--- config.mk ---
export PLATFORM = sky130hd
export DESIGN_NAME = acc_alu_cache_datapath
export DESIGN_NICKNAME = d
export VERILOG_FILES = /design/src/rtl/acc_alu_cache_datapath.sv
export SDC_FILE = /design/constraint.sdc
export NUM_CORES = 1
export LEC_CHECK = 0
export CAP_MARGIN = 20
export CORE_ASPECT_RATIO = 1.25
export CORE_MARGIN = 3
export CORE_UTILIZATION = 44
export DETAILED_ROUTE_END_ITERATION = 6
export PLACE_DENSITY = 0.94
export REMOVE_ABC_BUFFERS = 1
export SLEW_MARGIN = 20
export SYNTH_ARGS = -nofsm -noshare
export SYNTH_HDL_FRONTEND = slang
export SYNTH_SLANG_ARGS = --single-unit
--- constraint.sdc ---
create_clock -name clk -period 4 [get_ports clk]
set_input_delay 0.8 -clock clk [delete_from_list [all_inputs] [get_ports clk]]
set_output_delay 0.8 -clock clk [all_outputs]
set_load 0.02 [all_outputs]
--- src/rtl/acc_alu_cache_datapath.sv ---
// BeeF byte datapath: accumulator, 8-bit ALU, loop-return PC cache
// and bracket-depth byte.
module acc_alu_cache_datapath #(
  parameter int DATA_W = 8,
  parameter int PC_W   = 16
) (
  input  logic              clk,
  input  logic              reset,
  input  logic              acc_write,
  input  logic              acc_src,
  input  logic [2:0]        alu_op,
  input  logic [1:0]        alu_src,
  input  logic [DATA_W-1:0] stack_out,
  input  logic [DATA_W-1:0] head_out,
  input  logic [DATA_W-1:0] mem_out,
  input  logic              cache_write,
  input  logic [1:0]        loader_select,
  input  logic [PC_W-1:0]   pc,
  output logic [DATA_W-1:0] acc_out,
  output logic              acc_zero,
  output logic [DATA_W-1:0] alu_out,
  output logic [DATA_W-1:0] cache_out,
  output logic [DATA_W-1:0] save_out,
  output logic [PC_W-1:0]   load_out
);

  localparam int HI_W = PC_W - 8;

  logic [DATA_W-1:0] acc;
  logic [DATA_W-1:0] depth;
  logic [PC_W-1:0]   pc_cache;
  logic [DATA_W-1:0] alu_a;
  logic [DATA_W-1:0] hi_byte;

  always_comb begin
    unique case (alu_src)
      2'b00:   alu_a = acc;
      2'b01:   alu_a = stack_out;
      2'b10:   alu_a = head_out;
      default: alu_a = depth;
    endcase
  end

  always_comb begin
    case (alu_op)
      3'b001:  alu_out = alu_a + DATA_W'(1);
      3'b010:  alu_out = alu_a - DATA_W'(1);
      3'b011:  alu_out = '0;
      3'b100:  alu_out = mem_out;
      default: alu_out = alu_a;
    endcase
  end

  always_ff @(posedge clk or negedge reset) begin
    if (!reset) begin
      acc <= '0;
    end else if (acc_write) begin
      acc <= acc_src ? mem_out : alu_out;
    end
  end

  // Each select touches only its own field of the cache.
  always_ff @(posedge clk or negedge reset) begin
    if (!reset) begin
      pc_cache <= '0;
      depth    <= '0;
    end else if (cache_write) begin
      unique case (loader_select)
        2'b00: pc_cache <= pc;
        2'b01: pc_cache[7:0] <= mem_out;
        2'b10: pc_cache[PC_W-1:8] <= mem_out[HI_W-1:0];
        2'b11: depth <= alu_out;
      endcase
    end
  end

  always_comb begin
    hi_byte = '0;
    hi_byte[HI_W-1:0] = pc_cache[PC_W-1:8];
  end

  assign save_out  = (loader_select == 2'b10) ? hi_byte
                                              : pc_cache[7:0];
  assign acc_out   = acc;
  assign acc_zero  = (acc == '0);
  assign cache_out = depth;
  assign load_out  = pc_cache;

endmodule

==> run_results.csv <==
group,metric,value,unit
setup_path,crit_path_max_fanout,3,
floorplanning,start_util,0.471,
clock_tree,cts.reportedPaths.clkPinSlew,0.07,ns
power_and_ir_drop,power.share.clock,0.198,
clock_tree,buffer_levels_on_the_longest_clock_path,2,
power_and_ir_drop,power_per_cell_area,372,nW/um^2
synthesis,ys_warn_count,0,
route,via_per_inst,6.49,
floorplanning,die_w,72.9,um
synthesis,seq_area_frac_synth,0.325,
placed_design,post_dp_cell_area,3800,sq um
synthesis,postSynthCellCount,277,
finish,final_layout_size_suffix_gt1_frac,0.317,
sta,clock.fmax,246,MHz
grt,grt_overflow_total,0,
sta,finalMaxSlewViolations,0,
sta,hold_violations,0,
placed_design,portBuffers,100,
synthesis,postSynth.asyncResetShare,1.00,
status,failed_checks,"negative setup slack",
synthesis,ys_seq_elements,32,
placed_design,dp_hpwl,7510,um
power_and_ir_drop,total_power,1.62,mW
floorplanning,floorplan.die.height,89.6,um
grt,grt_usage,0.353,
setup_path,worstPathCellList,"clkdlybuf4s15_1, mux4_2, ha_4, a21o_1, nand2b_4, o31ai_4, xor2_2, nor2_1, a211oi_2, inv_1, buf_6",
power_and_ir_drop,internal-power,0.992,mW
synthesis,ys_dominant_reg_cell,"sky130_fd_sc_hd__dfrtp_1",
power_and_ir_drop,power.share.combinational,0.534,
finish,final_nets,490,
route,finalWirelength,11800,um
synthesis,synth_cell_types,50,
grt,grt_start_max_net_pins,33,
power_and_ir_drop,p_sw,0.629,mW
setup_path,worst_setup_path_end_kind,"primary output",
power_and_ir_drop,power.share.switching,0.388,
clock_tree,clock_latency,0.30,ns
placed_design,globalplace.congestion,1.01,
clock_tree,cts-buffers-inserted,5,
sta,grt_setup_unrepaired,"yes",
sta,setup_violations,2,
finish,flow.area_growth_from_synthesis,77.1,%
setup_path,critical_path_required,3.20,ns
sta,setup_total_negative_slack,-0.0708,ns
floorplanning,die_area,6530,sq um
clock_tree,clock_tree.root_cell,"sky130_fd_sc_hd__clkbuf_8",
power_and_ir_drop,part_of_the_power_in_registers,0.268,
route,dr.first_iter.drc_count,413,
finish,final_design_area_no_fill,4360,sq um
floorplanning,pin_count,101,
clock_tree,tritoncts,"yes",
synthesis,syn-mean-instance-area,8.88,sq um
floorplanning,floorplan.core_area,5230,sq um
power_and_ir_drop,ir_drop,0.262,mV
setup_path,critPathArrivalTime,3.26,ns
setup_path,critical_path.slowest_cell,"sky130_fd_sc_hd__mux4_2",
grt,wire_length_of_the_first_global_routing_pass,17000,um
sta,final.setup_skew,0.00912,ns
finish,fillerInstances,272,
route,final_antenna_net_count,0,
floorplanning,placement_rows,29,
synthesis,syn_area,2460,sq um
sta,postLayoutSetupSlackWorst,-0.0622,ns
clock_tree,cts-htree-levels,2,
clock_tree,number_of_clock_sinks,32,
grt,grt_pass1_vias,3182,
sta,timing.max_slew.rel_slack,0.517,
grt,grt_antenna_before_repair,0,
finish,number_of_diodes,0,
power_and_ir_drop,total_leakage_power,1.96,nW
sta,period_needed,4.06,ns
route,drt-pass1-iter-count,7,
route,wl_per_cell,23.9,um
setup_path,critPathKind,"input pin to primary output",
setup_path,startpoint_type,"input pin",
route,route.vias.total,3208,
min_path,worstHoldPathType,"register to register",
sta,tightestPinTransition,0.722,ns
route,post-route-drc-count,0,
sta,final.period_utilization,1.02,
synthesis,number_of_synthesized_flops_with_an_enable_pin,0,
status,run_status,"complete, but fails checks",
clock_tree,ctsHoldBuffers,0,
run,max-cap-violations,0,
setup_path,timing.critical_path.slowest_cell_delay,0.52,ns
registers in the layout, summed over array words and instances, names as in the netlist:
signal / cells
cache_out: 8
load_out: 16
acc_out: 8
logic make-up (layout without fill, tap and decap cells):
kind of cell               count (synthesis)  in the layout  share of synthesized area
AOI/OAI and AO/OA                         75             75                      0.190
xor gates and xnor gates                   6              6                     0.0214
adders and majority gates                  7              7                     0.0386
buffers and inverters                     30            185                     0.0519
DFF                                       32             32                      0.325
muxes                                     39             39                      0.200
and+or+nand+nor                           88             88                      0.173
repair_timing:
item,CTS,global route
setup endpoints to repair,8,8
buffers inserted,8,9
gates resized for setup,88,32
pin swaps,28,29
worst max-delay path, delay by kind of cell:
family                     cells  cell delay [ns]
and+or+nand+nor                2             0.24
adders and majority gates      1             0.26
buffers and inverters          3             0.44
xor gates and xnor gates       1             0.24
muxes                          1             0.52
AOI/OAI and AO/OA              3             0.76
layout make-up:
type,count,area (sq um),share of cell area
clock buffer,6,72.6,0.0166
clock inverter,2,35.0,0.00804
inverter,16,65.1,0.0149
multi-input combinational,215,1810,0.414
sequential,32,801,0.184
tap,62,77.6,0.0178
timing repair buffer,161,1500,0.345
metal layers:
metal  global-route usage  vias up  part of all wire
met4                0.216        0             0.066
met5                    0        -                 0
met2                0.632      292              0.50
met3               0.0746       91              0.11
met1                0.377     1511              0.33
li1                     -     1314                 -
cells in the mapped netlist, drive strengths merged (4+ instances only):
cell type / n / area, sq um
a21oi: 12 / 60.1
nand3: 7 / 35.0
clkbuf: 12 / 45.0
mux2i: 21 / 210
nand2b: 4 / 25.0
nand2: 41 / 154
dfrtp: 32 / 801
a31oi: 5 / 31.3
nor2: 13 / 48.8
mux2: 11 / 124
inv: 15 / 56.3
o21ai: 36 / 180
nor3: 5 / 30.0
xor2: 4 / 35.0
ha: 6 / 75.1
nor2b: 6 / 37.5
mux4: 7 / 158
layout by cell type (no fill, tap or decap), drive strengths merged, types with 5 or more instances in the layout:
cell	n
inv	14
nor3	5
o21ai	36
ha	6
dlymetal6s2s	7
a31oi	5
a21oi	12
mux2	11
nor2b	6
mux2i	21
clkdlybuf4s50	77
dlygate4sd2	6
mux4	7
buf	67
nand2	41
dfrtp	32
nand3	7
nor2	13
clkbuf	7
power by group through the flow:
stage	combinational, mW	sequential [mW]	clock, mW
2_1_floorplan	0.263	0.485	0
3_3_place_gp	0.682	0.429	0
3_5_place_dp	0.710	0.435	0
4_1_cts	0.779	0.430	0.309
5_1_grt	0.903	0.438	0.329
6_report	0.865	0.435	0.321
stage by stage:
| stage | std cells | hold WS, ns | setup WS [ns] | utilization |
|---|---|---|---|---|
| 2_1_floorplan | 263 | 0.504 | 0.265 | - |
| 3_3_place_gp | 469 | 0.481 | -0.920 | 0.728 |
| 3_5_place_dp | 469 | 0.504 | -1.07 | 0.728 |
| 4_1_cts | 485 | 0.518 | 0.00589 | 0.798 |
| 5_1_grt | 494 | 0.554 | -0.120 | 0.834 |
| 6_report | 494 | 0.513 | -0.0622 | 0.834 |
final timing paths:
check / slack (ns) / endpoint / startpoint / depth (start not counted)
min in group asynchronous: 0.91 / load_out[12]$_DFFE_PN0P_ / reset / 2
setup / recovery: -0.06 / alu_out[5] / stack_out[2] / 11
hold / removal: 0.51 / load_out[14]$_DFFE_PN0P_ / load_out[14]$_DFFE_PN0P_ / 2
max in group asynchronous: 2.79 / load_out[6]$_DFFE_PN0P_ / reset / 2
setup reg to reg: 1.03 / cache_out[5]$_DFFE_PN0P_ / cache_out[2]$_DFFE_PN0P_ / 11
hold reg to reg: 0.51 / load_out[14]$_DFFE_PN0P_ / load_out[14]$_DFFE_PN0P_ / 2
Power figures use the tool's default switching activity.
